### src/rtl/ahfp_pkg.sv
// Shared binary32 constants, operand layout, classification and stage-1 record
// for the ahfp multiplier.
package ahfp_pkg;

  localparam int EXP_W = 8;
  localparam int MAN_W = 23;
  localparam int BIAS  = 127;

  localparam logic [31:0] QNAN    = 32'h7FC00000;
  localparam logic [31:0] POS_INF = 32'h7F800000;

  typedef struct packed {
    logic             sign;
    logic [EXP_W-1:0] exp;
    logic [MAN_W-1:0] frac;
  } fp32_t;

  typedef enum logic [1:0] {ZERO, NORMAL, INF, NAN} fp_class_t;

  // Biased exponent of zero covers denormals too, so they flush to signed zero.
  function automatic fp_class_t classify(input fp32_t x);
    fp_class_t c;
    if (x.exp == '0)
      c = ZERO;
    else if (x.exp == '1)
      c = (x.frac == '0) ? INF : NAN;
    else
      c = NORMAL;
    return c;
  endfunction

  typedef struct packed {
    logic               sign;
    fp_class_t          cls_a;
    fp_class_t          cls_b;
    logic signed [9:0]  exp;
    logic [47:0]        prod;
  } stage1_t;

endpackage

### src/rtl/ahfp_round_pack.sv
// Combinational normalize, round-to-nearest-even, overflow/underflow and pack
// of the raw 48-bit significand product. Zero latency, no flow control.
module ahfp_round_pack
  import ahfp_pkg::*;
(
  input  logic              sign,
  input  logic signed [9:0] exp,
  input  logic [47:0]       prod,
  output logic [31:0]       res
);

  logic [MAN_W-1:0]  man;
  logic              guard;
  logic              sticky;
  logic              inc;
  logic [MAN_W:0]    man_rnd;
  logic signed [9:0] exp_norm;
  logic signed [9:0] exp_fin;

  always_comb begin
    if (prod[47]) begin
      man      = prod[46:24];
      guard    = prod[23];
      sticky   = |prod[22:0];
      exp_norm = exp + 10'sd1;
    end else begin
      man      = prod[45:23];
      guard    = prod[22];
      sticky   = |prod[21:0];
      exp_norm = exp;
    end

    inc     = guard & (sticky | man[0]);
    man_rnd = {1'b0, man} + {{MAN_W{1'b0}}, inc};
    // A carry out leaves the mantissa field all-zero, so only the exponent moves.
    exp_fin = exp_norm + (man_rnd[MAN_W] ? 10'sd1 : 10'sd0);

    res = {sign, exp_fin[EXP_W-1:0], man_rnd[MAN_W-1:0]};
    if (exp_fin >= 10'sd255)
      res = {sign, POS_INF[30:0]};
    else if (exp_fin <= 10'sd0)
      res = {sign, 31'd0};
  end

endmodule

### src/rtl/ahfp_mult.sv
// Pipelined binary32 multiplier, RNE, flush-to-zero, canonical quiet NaN.
// Latency 2 cycles, one operand pair per cycle, no backpressure.
module ahfp_mult
  import ahfp_pkg::*;
(
  input  logic        clk,
  input  logic        reset,
  input  logic [31:0] dataa,
  input  logic [31:0] datab,
  output logic [31:0] result
);

  fp32_t       a;
  fp32_t       b;
  stage1_t     s1_d;
  stage1_t     s1_q;
  logic [31:0] rounded;
  logic [31:0] res_d;
  logic        any_inf;
  logic        any_zero;

  assign a = dataa;
  assign b = datab;

  always_comb begin
    s1_d       = '0;
    s1_d.sign  = a.sign ^ b.sign;
    s1_d.cls_a = classify(a);
    s1_d.cls_b = classify(b);
    s1_d.exp   = $signed({2'b00, a.exp}) + $signed({2'b00, b.exp}) - $signed(10'(BIAS));
    s1_d.prod  = {24'd0, 1'b1, a.frac} * {24'd0, 1'b1, b.frac};
  end

  always_ff @(posedge clk or posedge reset) begin
    if (reset)
      s1_q <= '0;
    else
      s1_q <= s1_d;
  end

  ahfp_round_pack u_round_pack (
    .sign (s1_q.sign),
    .exp  ($signed(s1_q.exp)),
    .prod (s1_q.prod),
    .res  (rounded)
  );

  assign any_inf  = (s1_q.cls_a == INF)  || (s1_q.cls_b == INF);
  assign any_zero = (s1_q.cls_a == ZERO) || (s1_q.cls_b == ZERO);

  // Class-driven results override the arithmetic path, NaN outranking everything.
  always_comb begin
    res_d = rounded;
    if ((s1_q.cls_a == NAN) || (s1_q.cls_b == NAN))
      res_d = QNAN;
    else if (any_inf && any_zero)
      res_d = QNAN;
    else if (any_inf)
      res_d = {s1_q.sign, POS_INF[30:0]};
    else if (any_zero)
      res_d = {s1_q.sign, 31'd0};
  end

  always_ff @(posedge clk or posedge reset) begin
    if (reset)
      result <= '0;
    else
      result <= res_d;
  end

endmodule

### config.mk
export PLATFORM = sky130hd
export DESIGN_NAME = ahfp_mult
export DESIGN_NICKNAME = d
export VERILOG_FILES = /design/src/rtl/ahfp_pkg.sv /design/src/rtl/ahfp_round_pack.sv /design/src/rtl/ahfp_mult.sv
export SDC_FILE = /design/constraint.sdc
export NUM_CORES = 2
export LEC_CHECK = 0
export BUFFER_PORTS_ARGS = -buffer_cell sky130_fd_sc_hd__buf_2
export CELL_PAD_IN_SITES_DETAIL_PLACEMENT = 1
export CELL_PAD_IN_SITES_GLOBAL_PLACEMENT = 1
export CORE_ASPECT_RATIO = 0.8
export CORE_MARGIN = 1.5
export CORE_UTILIZATION = 42
export DETAILED_ROUTE_END_ITERATION = 8
export HOLD_SLACK_MARGIN = 0.03
export PLACE_DENSITY_LB_ADDON = 0.05
export SETUP_SLACK_MARGIN = 0.5
export SLEW_MARGIN = 25
export SYNTH_ARGS = -nofsm -noshare
export SYNTH_HDL_FRONTEND = slang
export SYNTH_SLANG_ARGS = --single-unit
### constraint.sdc
create_clock -name clk -period 5.6 [get_ports clk]
set_clock_uncertainty 0.1 [all_clocks]
set_input_delay 1.12 -clock clk [delete_from_list [all_inputs] [get_ports clk]]
set_output_delay 1.12 -clock clk [all_outputs]
set_load 0.01 [all_outputs]
# --- Word level (Yosys, flattened, before mapping) ---
# Index checks and enable logic that the tools add are counted.
classes:
  add_sub_neg: 5
  mul: 1
  order_cmp: 2
  eq_ne: 6
  muxes: 17
  n_bitwise: 3
  reduce_logical: 12
op_table:
  columns: ["operator", "n"]
  rows:
  - ["$mux 31", 4]
  - ["$mux 32", 2]
  - ["$mul 24x24->48", 1]
  - ["$logic_not 23->1", 2]
  - ["$add 23x1->24", 1]
  - ["$mux 23", 1]
  - ["$reduce_or 23->1", 1]
  - ["$reduce_or 22->1", 1]
  - ["$eq 8x8->1 const B", 2]
  - ["$logic_not 8->1", 2]
  - ["$add 10x10->10", 1]
  - ["$add 10x2->10 const B", 1]
  - ["$ge 10x9->1 const B", 1]
  - ["$le 10x1->1 const B", 1]
  - ["$mux 10", 1]
  - ["$sub 9x7->10 const B", 1]
  - ["$add 8x8->9", 1]
  - ["$eq 2x2->1 const B", 4]
  - ["$mux 2", 4]
  - ["$mux 1", 5]
  - ["$logic_not 2->1", 2]
  - ["$logic_or 1x1->1", 3]
  - ["$and 1x1->1", 1]
  - ["$logic_and 1x1->1", 1]
  - ["2 further kinds", 2]
totals:
  reg_bits: 95
  input_bits: 66
  out_inout_bits: 32
  wordCells: 52

# --- Depth between registers and ports, before layout ---
depth:
  word_depth: 14
  ltp_mapped: 27
  depth_no_buf: 25

# --- Modules after synthesis ---
# A second synthesis with hierarchy kept.
unflattened:
  hier_cells: 2647
  area_unflattened_um2: 23986.8
by_module_without_submodules:
  columns: ["module", "n_inst", "cells_each", "area_each_um2", "seq_area_each_um2"]
  rows:
  - ["ahfp_mult", 1, 2360, 21944.8, 2377.3]
  - ["ahfp_round_pack", 1, 287, 2042.0, 0.0]

# --- Worst setup path before layout ---
# No wires, ideal clock.
synth_path:
  path_kind: "input to register"
  start: "input datab[12]"
  end: "register s1_q[47] (netlist bit)"
  setup_ps: 125
  arrival_time_ps: 7501
  required_time_ps: 5375
  setup_slack_ps: -2126
  stages: 26
  path_buffers: 3
  cell_sequence: "clkbuf_1 clkbuf_1 nand2_1 fa_1 inv_1 fa_1 inv_1 fa_1 fa_1 inv_1 fa_1 fa_1 inv_1 fa_1 inv_1 ha_1 clkbuf_1 a21o_1 a31oi_1 or3b_2 o21ai_0 a211oi_1 o31a_1 o21ai_0 o21ai_0 xnor2_1"
synth_rtl:
  columns: ["element", "line", "rtl"]
  rows:
  - ["start, declared", "ahfp_mult.sv:9", "input logic [31:0] datab,"]
  - ["end signal, assigned", "ahfp_mult.sv:36", "s1_q <= '0;"]
  - ["end signal, assigned", "ahfp_mult.sv:38", "s1_q <= s1_d;"]
  - ["end, declared", "ahfp_mult.sv:16", "stage1_t s1_q;"]

==> impl_results.md <==
* Status: finished with violations
* Failing checks: setup timing
* Row Count at 77
* Fin. max-slew vios at 0
* Crit path max fanout at 8
* # DRC at 0
* Clk Latency, worst-skew pair at 0.37 ns
* RePlAce Congestion at between 0.9 and 1
* Synth Register Bits at 95
* Hold Path Class: flip-flop to flip-flop
* Unrepaired setup endpoints after global routing: yes
* FF-to-FF path depth at 15
* Commonest non-fill, non-tap cell in the layout: inv_1
* Nets at 3685
* Port bufs at 97
* Max clock buf depth at 2
* Vias per inst at about 5.1
* CTS root buf: clkbuf_16
* Die area at 57300 sq um
* Chip width at around 270 um
* Most frequent cells in the layout: inv_1 (548), fa_1 (449), buf_4 (295)
* Dominant synthesized flop cell: dfrtp_1
* Final instance area at 29500 sq um
* Initial core utilization at 0.425
* Mapped cell area at 23500 sq um
* Vias in the first global route at around 22000
* Worst Path Required at 5.75 ns
* Yosys warns at 0
* Synthesized net count at 3335
* Maximum clock frequency at 141 MHz
* Slew at the pin closest to its max-slew limit at 0.853 ns
* Share of cells above drive strength 1 at 0.260
* Largest net degree at the start of global routing at 49
* Core area at 55200 sq um
* Setup crit start kind: input port
* Worst Setup End Kind: flip-flop
* CTS clk-pin slew, worst paths at 0.08 ns
* GR Overflow Total at 0
* Register-to-register setup slack at 0.75 ns
* Top layer in use: met4
* Antenna Violating Nets Remaining at 0
* Sequential element share of the synthesized area at 0.101
* Worst setup path category: input port to flip-flop
* EDFF count, synth at 0
* Part of the cycle the worst path needs at 1.27
* Met1 Wirelength at 34400 um
* Yosys cell types at 61
* I/O pins at 98
* TritonCTS clock tree: done
* Die Height at ~210 um
* Area Overhead vs Synth at 25.8%
* All-Layer GR Usage at 0.282
* Final setup vio count at 38
* DP HPWL at approximately 66000 um
* Mapped Cells at between 2000 and 3000
* Via count at 18800
* First-pass GRT wire length at 123000 um
* Router iterations before antenna repair at 5
* Hold Fails Final Rpt at 0
* Fin crit period at 7.10 ns
* Crit path DAT at 7.26 ns
* CP startpoint: datab[14]
* Placed Area at 27500 sq um
* Max Cap Violations at 0
* Critical R2R Capture: result[16]$_DFF_PP0_
* WL met2 at 37300 um
* DR iter-0 viols at between 900 and 1000
* DR WL/cell at 20.9 um
* Final WL at slightly below 80000 um
* Met3 WL at 4190 um
* Slew HR at 0.426
* Reg2reg start: s1_q[47]$_DFF_PP0_
* Clock sink count at 95
* Mean Syn Cell Area at roughly 9 sq um
* Post-synth ARST share at 1.00
* Antenna violations before repair at 2
* Pre-CTS WS at -2.19 ns
* Setup crit end: s1_q[47]$_DFF_PP0_
* Final WS setup at -1.50 ns
* Number of CTS-inserted buffers at 9
* Hold depth at 1
* H-tree levels at 3
==> repair_timing <==
action / CTS / global route
gates resized for setup: 237 / 107
setup buffers: 25 / 15
pin swaps: 92 / 63
cloned: 2 / 1
setup endpoints to repair: 40 / 68
hold buffers: 0 / 0
==> worst min-delay path by stage <==
| stage | startpoint | to | slack, ns |
|---|---|---|---|
| final | s1_q[62]$_DFF_PP0_ | result[31]$_DFF_PP0_ | 0.36 |
| after global routing | s1_q[62]$_DFF_PP0_ | result[31]$_DFF_PP0_ | 0.39 |
| after CTS | s1_q[62]$_DFF_PP0_ | result[31]$_DFF_PP0_ | 0.36 |
| after detailed placement | s1_q[62]$_DFF_PP0_ | result[31]$_DFF_PP0_ | 0.34 |
| after global placement | s1_q[62]$_DFF_PP0_ | result[31]$_DFF_PP0_ | 0.33 |
| after floorplan | s1_q[62]$_DFF_PP0_ | result[31]$_DFF_PP0_ | 0.33 |
==> routing by layer <==
metal  GRT usage  vias to the layer above
li1            -                     8487
met1       0.388                     9924
met2       0.466                      348
met3      0.0524                       78
met4      0.0502                        0
met5           0                        -
==> cell families after synthesis <==
| logic type | Yosys count | share of synthesized area |
|---|---|---|
| flops | 95 | 0.101 |
| mux | 7 | 0.00309 |
| buf+inv | 710 | 0.115 |
| compound gates | 213 | 0.0604 |
| xor+xnor | 100 | 0.0380 |
| fa+ha+maj | 675 | 0.515 |
| simple gates | 794 | 0.168 |
==> metrics by stage <==
step	TNS [ns]	utilization	hold slack [ns]	cells
final	-42.92	0.535	0.359	3700
after global routing	-49.87	0.535	0.393	3699
after CTS	-41.56	0.525	0.357	3683
after detailed placement	-63.92	0.498	0.342	3640
after global placement	-62.36	0.498	0.333	3640
after floorplan	-32.83	-	0.328	2594
==> flip-flops by register name (all words and copies together) (netlist names) <==
register / flops
s1_q: 63
result: 32
==> critical path, cell delays in order <==
cell	delay (ns)
buf_6	0.09
buf_12	0.14
buf_6	0.13
and2_4	0.13
fa_1	0.50
inv_2	0.04
fa_1	0.47
inv_1	0.05
fa_1	0.45
fa_2	0.57
fa_2	0.46
fa_1	0.51
inv_2	0.04
fa_2	0.56
inv_2	0.05
ha_4	0.23
a21oi_4	0.17
nor3_2	0.06
or3_4	0.41
buf_6	0.13
o21ai_4	0.15
a211oi_2	0.08
o31a_1	0.19
buf_6	0.16
o21ai_4	0.15
o21ai_2	0.08
xnor2_1	0.13
==> Yosys cell counts, types with 13 or more instances <==
| master | n | area, sq um |
|---|---|---|
| inv_1 | 590 | 2210 |
| fa_1 | 483 | 9670 |
| nand2_1 | 307 | 1150 |
| and2_1 | 248 | 1550 |
| ha_1 | 192 | 2400 |
| clkbuf_1 | 108 | 405 |
| nor2_1 | 101 | 379 |
| dfrtp_1 | 95 | 2380 |
| xnor2_1 | 62 | 543 |
| a21oi_1 | 60 | 300 |
| o21ai_0 | 42 | 210 |
| xor2_1 | 36 | 315 |
| nand3_1 | 30 | 150 |
| a21o_1 | 26 | 195 |
| nand4_1 | 26 | 163 |
| nor4_1 | 21 | 131 |
| o21bai_1 | 13 | 97.6 |
==> layout make-up <==
cell class                 instances  area [sq um]
timing repair buffer             455          3970
multi-input combinational       1790         19600
inverter                         593          2260
antenna                            1          2.50
fill                            6262         25700
sequential                        95          2380
clock buffer                       9           225
tap                              750           938
clock inverter                     7           103
Power is not shown: default switching activity piles up to over one toggle a cycle in this logic, so the estimate is an artifact.
